===== config.mk =====
export PLATFORM = sky130hd
export DESIGN_NAME = adder_share_ctrl_flat
export DESIGN_NICKNAME = d
export VERILOG_FILES = /design/src/rtl/adder_share_if.sv /design/src/rtl/adder_share_ctrl.sv /design/src/flat_wrapper.sv
export SDC_FILE = /design/constraint.sdc
export NUM_CORES = 1
export LEC_CHECK = 0
export BUFFER_PORTS_ARGS = -buffer_cell sky130_fd_sc_hd__buf_2
export CAP_MARGIN = 25
export CORE_UTILIZATION = 35
export DETAILED_ROUTE_END_ITERATION = 12
export SETUP_SLACK_MARGIN = 0.1
export SYNTH_ARGS = -nofsm -noshare
export SYNTH_HDL_FRONTEND = slang
export SYNTH_SLANG_ARGS = --single-unit

===== constraint.sdc =====
create_clock -name clk -period 4.9 [get_ports clk]
set_clock_uncertainty 0.2 [all_clocks]
set_input_delay 0.245 -clock clk [delete_from_list [all_inputs] [get_ports clk]]
set_output_delay 0.245 -clock clk [all_outputs]
set_load 0.02 [all_outputs]

===== src/rtl/adder_share_if.sv =====
// adder_share_if: request/response and shared-adder signals between ALU issue
// logic, the adder sequencer and the external 16-bit adder.
interface adder_share_if;
    logic [1:0]  req_valid;
    logic [1:0]  req_ready;
    logic [1:0]  req_wide;
    logic [31:0] req_a0;
    logic [31:0] req_b0;
    logic [31:0] req_a1;
    logic [31:0] req_b1;
    logic        rsp_valid;
    logic        rsp_ready;
    logic        rsp_id;
    logic [31:0] rsp_sum;
    logic        rsp_carry;
    logic [15:0] add_a;
    logic [15:0] add_b;
    logic [15:0] add_sum;
    logic        add_carry;
    modport master (
        output req_valid, req_wide, req_a0, req_b0, req_a1, req_b1, rsp_ready, add_sum, add_carry,
        input  req_ready, rsp_valid, rsp_id, rsp_sum, rsp_carry, add_a, add_b
    );
    modport slave (
        input  req_valid, req_wide, req_a0, req_b0, req_a1, req_b1, rsp_ready, add_sum, add_carry,
        output req_ready, rsp_valid, rsp_id, rsp_sum, rsp_carry, add_a, add_b
    );
endinterface


===== src/rtl/adder_share_ctrl.sv =====
// adder_share_ctrl: arbitrates two requesters onto one external 16-bit adder,
// sequencing 32-bit ops as low, high and carry fix-up passes.
module adder_share_ctrl #(
    parameter bit RR_ENABLE = 1'b1
) (
    input logic          clk,
    input logic          rst,
    adder_share_if.slave bus
);
    typedef enum logic [2:0] {IDLE, LO, HI, FIX, RESP} state_t;
    state_t      state;
    logic [31:0] opa;
    logic [31:0] opb;
    logic [15:0] lo;
    logic [15:0] hi_tmp;
    logic        wide;
    logic        id;
    logic        ptr;
    logic        c0;
    logic        c_hi;
    logic        win;
    logic        fire;
    always_comb begin
        win = (RR_ENABLE && bus.req_valid == 2'b11) ? ptr : ~bus.req_valid[0];
        bus.req_ready = (!rst && state == IDLE && bus.req_valid != 2'b00) ? 2'b01 << win : 2'b00;
        fire = |(bus.req_valid & bus.req_ready);
        bus.add_a = state == LO ? opa[15:0] : state == HI ? opa[31:16] : state == FIX ? hi_tmp : 16'h0;
        bus.add_b = state == LO ? opb[15:0] : state == HI ? opb[31:16] : state == FIX ? {15'h0, c0} : 16'h0;
    end
    always_ff @(posedge clk or posedge rst) begin
        if (rst) begin
            state         <= IDLE;
            opa           <= '0;
            opb           <= '0;
            lo            <= '0;
            hi_tmp        <= '0;
            wide          <= 1'b0;
            id            <= 1'b0;
            ptr           <= 1'b0;
            c0            <= 1'b0;
            c_hi          <= 1'b0;
            bus.rsp_valid <= 1'b0;
            bus.rsp_id    <= 1'b0;
            bus.rsp_sum   <= '0;
            bus.rsp_carry <= 1'b0;
        end else begin
            case (state)
                IDLE: if (fire) begin
                    opa   <= win ? bus.req_a1 : bus.req_a0;
                    opb   <= win ? bus.req_b1 : bus.req_b0;
                    wide  <= bus.req_wide[win];
                    id    <= win;
                    ptr   <= RR_ENABLE ? ~win : 1'b0;
                    state <= LO;
                end
                LO: begin
                    lo <= bus.add_sum;
                    c0 <= bus.add_carry;
                    if (wide) begin
                        state <= HI;
                    end else begin
                        bus.rsp_sum   <= {16'h0, bus.add_sum};
                        bus.rsp_carry <= bus.add_carry;
                        bus.rsp_id    <= id;
                        bus.rsp_valid <= 1'b1;
                        state         <= RESP;
                    end
                end
                HI: begin
                    hi_tmp <= bus.add_sum;
                    c_hi   <= bus.add_carry;
                    state  <= FIX;
                end
                FIX: begin
                    // the low-half carry can ripple out only when the high half did not
                    bus.rsp_sum   <= {bus.add_sum, lo};
                    bus.rsp_carry <= c_hi | bus.add_carry;
                    bus.rsp_id    <= id;
                    bus.rsp_valid <= 1'b1;
                    state         <= RESP;
                end
                RESP: if (bus.rsp_ready) begin
                    bus.rsp_valid <= 1'b0;
                    state         <= IDLE;
                end
                default: state <= IDLE;
            endcase
        end
    end
endmodule


===== src/flat_wrapper.sv =====
// flat-port wrapper written by rule: the top's interface ports become plain ports
module adder_share_ctrl_flat 
#(
    parameter bit RR_ENABLE = 1'b1
)
  (clk, rst, bus_req_valid, bus_req_wide, bus_req_a0, bus_req_b0, bus_req_a1, bus_req_b1, bus_rsp_ready, bus_add_sum, bus_add_carry, bus_req_ready, bus_rsp_valid, bus_rsp_id, bus_rsp_sum, bus_rsp_carry, bus_add_a, bus_add_b);
  adder_share_if bus_i ();
  input logic clk;
  input logic rst;
  input wire logic [$bits(bus_i.req_valid)-1:0] bus_req_valid;
  input wire logic [$bits(bus_i.req_wide)-1:0] bus_req_wide;
  input wire logic [$bits(bus_i.req_a0)-1:0] bus_req_a0;
  input wire logic [$bits(bus_i.req_b0)-1:0] bus_req_b0;
  input wire logic [$bits(bus_i.req_a1)-1:0] bus_req_a1;
  input wire logic [$bits(bus_i.req_b1)-1:0] bus_req_b1;
  input wire logic [$bits(bus_i.rsp_ready)-1:0] bus_rsp_ready;
  input wire logic [$bits(bus_i.add_sum)-1:0] bus_add_sum;
  input wire logic [$bits(bus_i.add_carry)-1:0] bus_add_carry;
  output wire logic [$bits(bus_i.req_ready)-1:0] bus_req_ready;
  output wire logic [$bits(bus_i.rsp_valid)-1:0] bus_rsp_valid;
  output wire logic [$bits(bus_i.rsp_id)-1:0] bus_rsp_id;
  output wire logic [$bits(bus_i.rsp_sum)-1:0] bus_rsp_sum;
  output wire logic [$bits(bus_i.rsp_carry)-1:0] bus_rsp_carry;
  output wire logic [$bits(bus_i.add_a)-1:0] bus_add_a;
  output wire logic [$bits(bus_i.add_b)-1:0] bus_add_b;
  assign bus_i.req_valid = bus_req_valid;
  assign bus_i.req_wide = bus_req_wide;
  assign bus_i.req_a0 = bus_req_a0;
  assign bus_i.req_b0 = bus_req_b0;
  assign bus_i.req_a1 = bus_req_a1;
  assign bus_i.req_b1 = bus_req_b1;
  assign bus_i.rsp_ready = bus_rsp_ready;
  assign bus_i.add_sum = bus_add_sum;
  assign bus_i.add_carry = bus_add_carry;
  assign bus_req_ready = bus_i.req_ready;
  assign bus_rsp_valid = bus_i.rsp_valid;
  assign bus_rsp_id = bus_i.rsp_id;
  assign bus_rsp_sum = bus_i.rsp_sum;
  assign bus_rsp_carry = bus_i.rsp_carry;
  assign bus_add_a = bus_i.add_a;
  assign bus_add_b = bus_i.add_b;
  adder_share_ctrl #(.RR_ENABLE(RR_ENABLE)) u_core (.clk(clk), .rst(rst), .bus(bus_i));
endmodule

==> impl_metrics.tcl, run 1 <==
set metrics [dict create \
    coreArea_um2 18890 \
    worstPathRequired_ps 4450 \
    p_comb_share_pct 43.1 \
    gp_congestion 0.7755 \
    layout_common_cells "buf_2 (220), mux2_2 (180), dfrtp_1 (139)" \
    top_usage_layer "met2" \
    cap_violations 0 \
    postPlaceCellArea_um2 8043 \
    antenna_found_initial 1 \
    p_int_uw 3724 \
    netlist_area_um2 6813 \
    p_seq_share_pct 36.1 \
    wl_per_cell_um 16.23 \
    power_uw 5960 \
    die-area_um2 20030 \
    syn_avg_cell_area_um2 13.41 \
    cp_data_arrival_time_ps 2940 \
    synth_cell_type_count 33 \
    synth_edf_count 0 \
    area_growth_pct 45.77 \
    reg2regPathDepth 6 \
    synth_top_area_cell "dfrtp_1" \
    nFillCells 1688 \
    finish.net_count 992 \
    critical_path_class "register to output port" \
    worstMarginPinSlew_ps 1004 \
    slowest_delay_ps 750 \
    port_buffers 220 \
    crit_top_cell "buf_4" \
    syn_nets 660 \
    yosys-top-cells-area "dfrtp_1 (51%), mux2_2 (30%), a22oi_1 (5.3%)" \
    grt-ovfl-total 0 \
    drt_pass1_iterations 5 \
    final_area_um2 9931 \
    p_sw_uw 2236 \
    clk_latency_ps 420 \
    rsz0062_at_grt "false" \
    timing.hold.ws_ps 12.83 \
    max_freq_mhz 295.1 \
    synthCells 508 \
    final_common_cell "buf_2" \
    gr-usage-all-layers_pct 18.94 \
    synth_top_cell_area_share_pct 51.06 \
    viasPerCell 4.940 \
    drive_gt1_share_pct 52.64 \
    use_met3_pct 4.016 \
    path_clk_slew_ps 70 \
    cts_tree "done" \
    power.density_nw_per_um2 600.2 \
    place_hpwl_um 11990 \
    slew_headroom_pct 32.76 \
    grt_pass1_wl_um 29430 \
    cts-root-buf "clkbuf_16" \
    synth_seq_cells 139 \
    clkSinkCount 139 \
    crit_fanout 67 \
    finalCritPeriodShare_pct 69.16 \
    drv_slew 0 \
    finalSetupTns_ps 0 \
    ys_seq_area_share_pct 51.06 \
    cp_num_buf_inv 3 \
    p_leak_uw 0.004502 \
    hold_path_depth 3 \
    cp-end-kind "output port" \
    pwr-share-clk_pct 20.8 \
    finalSetupViolCount 0 \
    outcome "finished clean" \
    cts_buffers 17 \
    worst_ir_drop_vdd_uv 355.7 \
    num_rows 50 \
    cts-resized-gates 0 \
    start_util_pct 36.06 \
    final.min_clock_period_ps 3389 \
    grt_max_degree 90 \
    route.detailed.drc 0 \
    use_met2_pct 30.28 \
    die_w_um 141.5 \
    cts_buffer_depth 2 \
    die_h_um 141.5 \
    use_met1_pct 25.19 \
    final_util_pct 52.56 \
    grt_pass1_vias 5676 \
    hp-class "input pin to register" \
    path_depth 5 \
    hold_viol_final 0 \
    via_count 5503 \
    critPathSlowestCell "buf_4" \
    worstPathCellList "buf_4 -> nor4_4 -> buf_4 -> and2_1 -> buf_2" \
    io_pins 221 \
    htree_levels 4 \
    startpoint_type "register" \
    ys_warn_count 0 \
    totalWireLength_um 18090 \
    cpLargestDelayFamily "buffers and inverters" \
    drt_iter0_drc 216 \
    async_flop_share_pct 100.0 \
    swShare_pct 37.51 \
    ant_nets 0 \
    synth-main-ff-cell "dfrtp_1" \
]
path summary, 6_finish.rpt:
kind                       slack, ps                endpoint            start
hold / removal                    10          u_core.opb[14]   bus_req_b1[14]
max in group asynchronous       2960         u_core.state[2]              rst
setup reg to reg                1780          u_core.opb[19]       u_core.ptr
hold reg to reg                  300  u_core.bus.rsp_sum[14]    u_core.lo[14]
setup / recovery                1510        bus_req_ready[0]  u_core.state[1]
min in group asynchronous        380              u_core.ptr              rst
cell type report:
type | instances | area, um2 | area share [%]
Tap cell | 260 | 325.3 | 3.276
Clock buffer | 17 | 425.4 | 4.284
Clock inverter | 15 | 151.4 | 1.525
Sequential cell | 139 | 3478 | 35.03
Inverter | 6 | 27.53 | 0.2772
Multi-Input combinational cell | 320 | 3058 | 30.79
Antenna cell | 1 | 2.502 | 0.02520
Timing Repair Buffer | 356 | 2462 | 24.80
tightest hold or removal path, stage by stage:
cell and delay (ps):
buf_2 70, mux2_2 140, mux2_2 140
stage by stage:
stage               std cells  setup WS [ps]
CTS                      1112           1473
global route             1114           1289
finish                   1114           1511
detailed placement        952           1935
global placement          952           2044
floorplan                 508          730.5
synth_stat cells (all sizes together), types with 2 or more instances:
cell type and n:
nor2 18, dfrtp 139, nor2b 3, a22oi 48, clkbuf 12, o21ai 18
mux2 181, buf 31, inv 6, and2 3, mux2i 4, a22o 31
a21oi 2
state kept, by name, summed over array words and instances (netlist names), 3 cells and up:
register and count:
u_core.lo 16, u_core.hi_tmp 16, u_core.bus.rsp_sum 32, u_core.opa 32
u_core.opb 32, u_core.state 3
routing by layer:
metal / wire [um] / vias up / share of wire (%)
met5: 0 / - / 0
met4: 395 / 0 / 2.2
met2: 8736 / 172 / 48
met1: 8204 / 2734 / 45
li1: - / 2574 / -
met3: 749 / 23 / 4.1
cell families after synthesis:
family	after synthesis	synth area share, %
AOI/OAI and AO/OA	105	11.52
and+or+nand+nor	30	2.755
DFF	139	51.06
buffers and inverters	49	4.169
muxes	185	30.51
timing repair:
action / 4_1_cts / 5_1_grt
hold buffers: 128 / 0
buffers inserted: 0 / 0
hold endpoints to repair: 205 / 0
power by group through the flow:
stage          Combinational (uW)  Sequential (uW)  Clock, uW
2_1_floorplan                1790             2140          0
3_3_place_gp                 2370             2150          0
3_5_place_dp                 2430             2170          0
4_1_cts                      2570             2160       1280
5_1_grt                      2780             2240       1330
6_report                     2570             2150       1240
Note: power is estimated with default switching activity, not from simulation.
==> run 2, diff against run 1 <==
==> constraint.sdc (replaced) <==
create_clock -name clk -period 3.3 [get_ports clk]
set_clock_uncertainty 0.2 [all_clocks]
set_input_delay 0.165 -clock clk [delete_from_list [all_inputs] [get_ports clk]]
set_output_delay 0.165 -clock clk [all_outputs]
set_load 0.02 [all_outputs]
==> impl_metrics.tcl, run 2 (synthesized netlist as in run 1, its figures left out) <==
set metrics [dict create \
    outcome "finished clean" \
    critical_path_class "register to output port" \
    place_hpwl_um 12320 \
    die_w_um 141.5 \
    drv_slew 0 \
    wl_per_cell_um 16.72 \
    antenna_found_initial 0 \
    finish.net_count 1020 \
    cp_data_arrival_time_ps 2620 \
    cts_setup_buffers 0 \
    coreArea_um2 18890 \
    max_freq_mhz 334.9 \
    hp-class "input pin to asynchronous set/reset pin" \
    grt_pass1_wl_um 30700 \
    startpoint_type "register" \
    grt_pass1_vias 6046 \
    power_uw 9134 \
    totalWireLength_um 19070 \
    finalSetupTns_ps 0 \
    gp_congestion 0.7474 \
    r2r_slack_ps 770 \
    drive_gt1_share_pct 51.65 \
    cp-end-kind "output port" \
    ant_nets 0 \
    finalSetupViolCount 0 \
    final.min_clock_period_ps 2986 \
    crit_fanout 21 \
    layout_common_cells "buf_2 (220), mux2_2 (180), dlygate4sd3_1 (149)" \
    die_h_um 141.5 \
    drt_iter0_drc 144 \
    worst_ir_drop_vdd_uv 367.7 \
    antenna-diode-count 0 \
    clkSinkCount 139 \
    hold_viol_final 0 \
    viasPerCell 4.884 \
    num_rows 50 \
    power.density_nw_per_um2 888.6 \
    finalCritPeriodShare_pct 90.48 \
    start_util_pct 36.06 \
    slew_headroom_pct 36.19 \
    route.detailed.drc 0 \
    nFillCells 1659 \
    postPlaceCellArea_um2 8164 \
    cts-root-buf "clkbuf_16" \
    grt_max_degree 70 \
    die-area_um2 20030 \
    seq_area_um2 3478 \
    cts_tree "done" \
    final_common_cell "buf_2" \
    grt-ovfl-total 0 \
    cap_violations 0 \
    cts_buffer_depth 2 \
    cts_buffers 17 \
    rsz0062_at_grt "false" \
    multi_input_area_um2 3058 \
    clk_latency_ps 410 \
    worstMarginPinSlew_ps 957.1 \
    port_buffers 220 \
    final_area_um2 10280 \
    gr-usage-all-layers_pct 19.82 \
    area_growth_pct 50.87 \
    p_leak_uw 0.004657 \
    via_count 5573 \
    drt_pass1_iterations 4 \
    top_regs "u_core.bus.rsp_sum (32), u_core.opa (32), u_core.opb (32)" \
    htree_levels 4 \
    path_clk_slew_ps 60 \
    io_pins 221 \
    worstPathRequired_ps 2930 \
]
## run 2: layout make-up
type | count | area share [%]
well taps | 260 | 3.165
flip-flops and latches | 139 | 33.84
clock buffers | 19 | 4.309
clock inverters | 13 | 1.753
repair buffers | 384 | 26.93
inverters | 6 | 0.2556
multi-input cells | 320 | 29.75
## run 2: report_power, final
part | switching, uW | internal (uW)
sequential | 554 | 2580
clock | 776 | 1230
combinational | 1970 | 2020
## run 2: path summary, 6_finish.rpt
check                           depth (start not counted)                   start                      to
worst max register to register                          5         u_core.state[1]        u_core.hi_tmp[3]
worst min-delay path                                    3                     rst              u_core.ptr
max in group asynchronous                               5                     rst          u_core.opa[30]
worst min register to register                          1  u_core.bus.rsp_sum[24]  u_core.bus.rsp_sum[24]
min in group clk                                        3        bus_req_valid[0]         u_core.state[0]
worst max-delay path                                    6         u_core.state[1]           bus_add_b[12]
## run 2: repair_timing
action | CTS | global route
gates resized for setup | 0 | 0
hold buffers | 149 | 0
endpoints found under the hold margin | 254 | 0
## run 2: layer usage
layer / routed length [um] / GRT usage (%) / part of all wire (%)
met5: 0 / 0 / 0
met2: 9615 / 34.37 / 50
met3: 806 / 4.084 / 4.2
met1: 8474 / 25.09 / 44
met4: 176 / 5.320 / 0.92
## run 2: worst max-delay path, stage by stage, from the launching register on
cell     delay (ps)
dfrtp_1         640
buf_4           290
inv_2            80
nor3_4          580
buf_12          260
a22o_1          170
buf_2           170
## run 2: stage by stage
stage	setup WS (ps)	cells	hold slack (ps)	util [%]
finish	314.1	1141	90.28	54.40
detailed placement	800.0	960	-26.06	43.21
global placement	882.3	959	198.5	43.11
floorplan	1200	508	49.03	-
CTS	315.1	1141	99.90	54.40
global route	145.7	1141	92.57	54.40
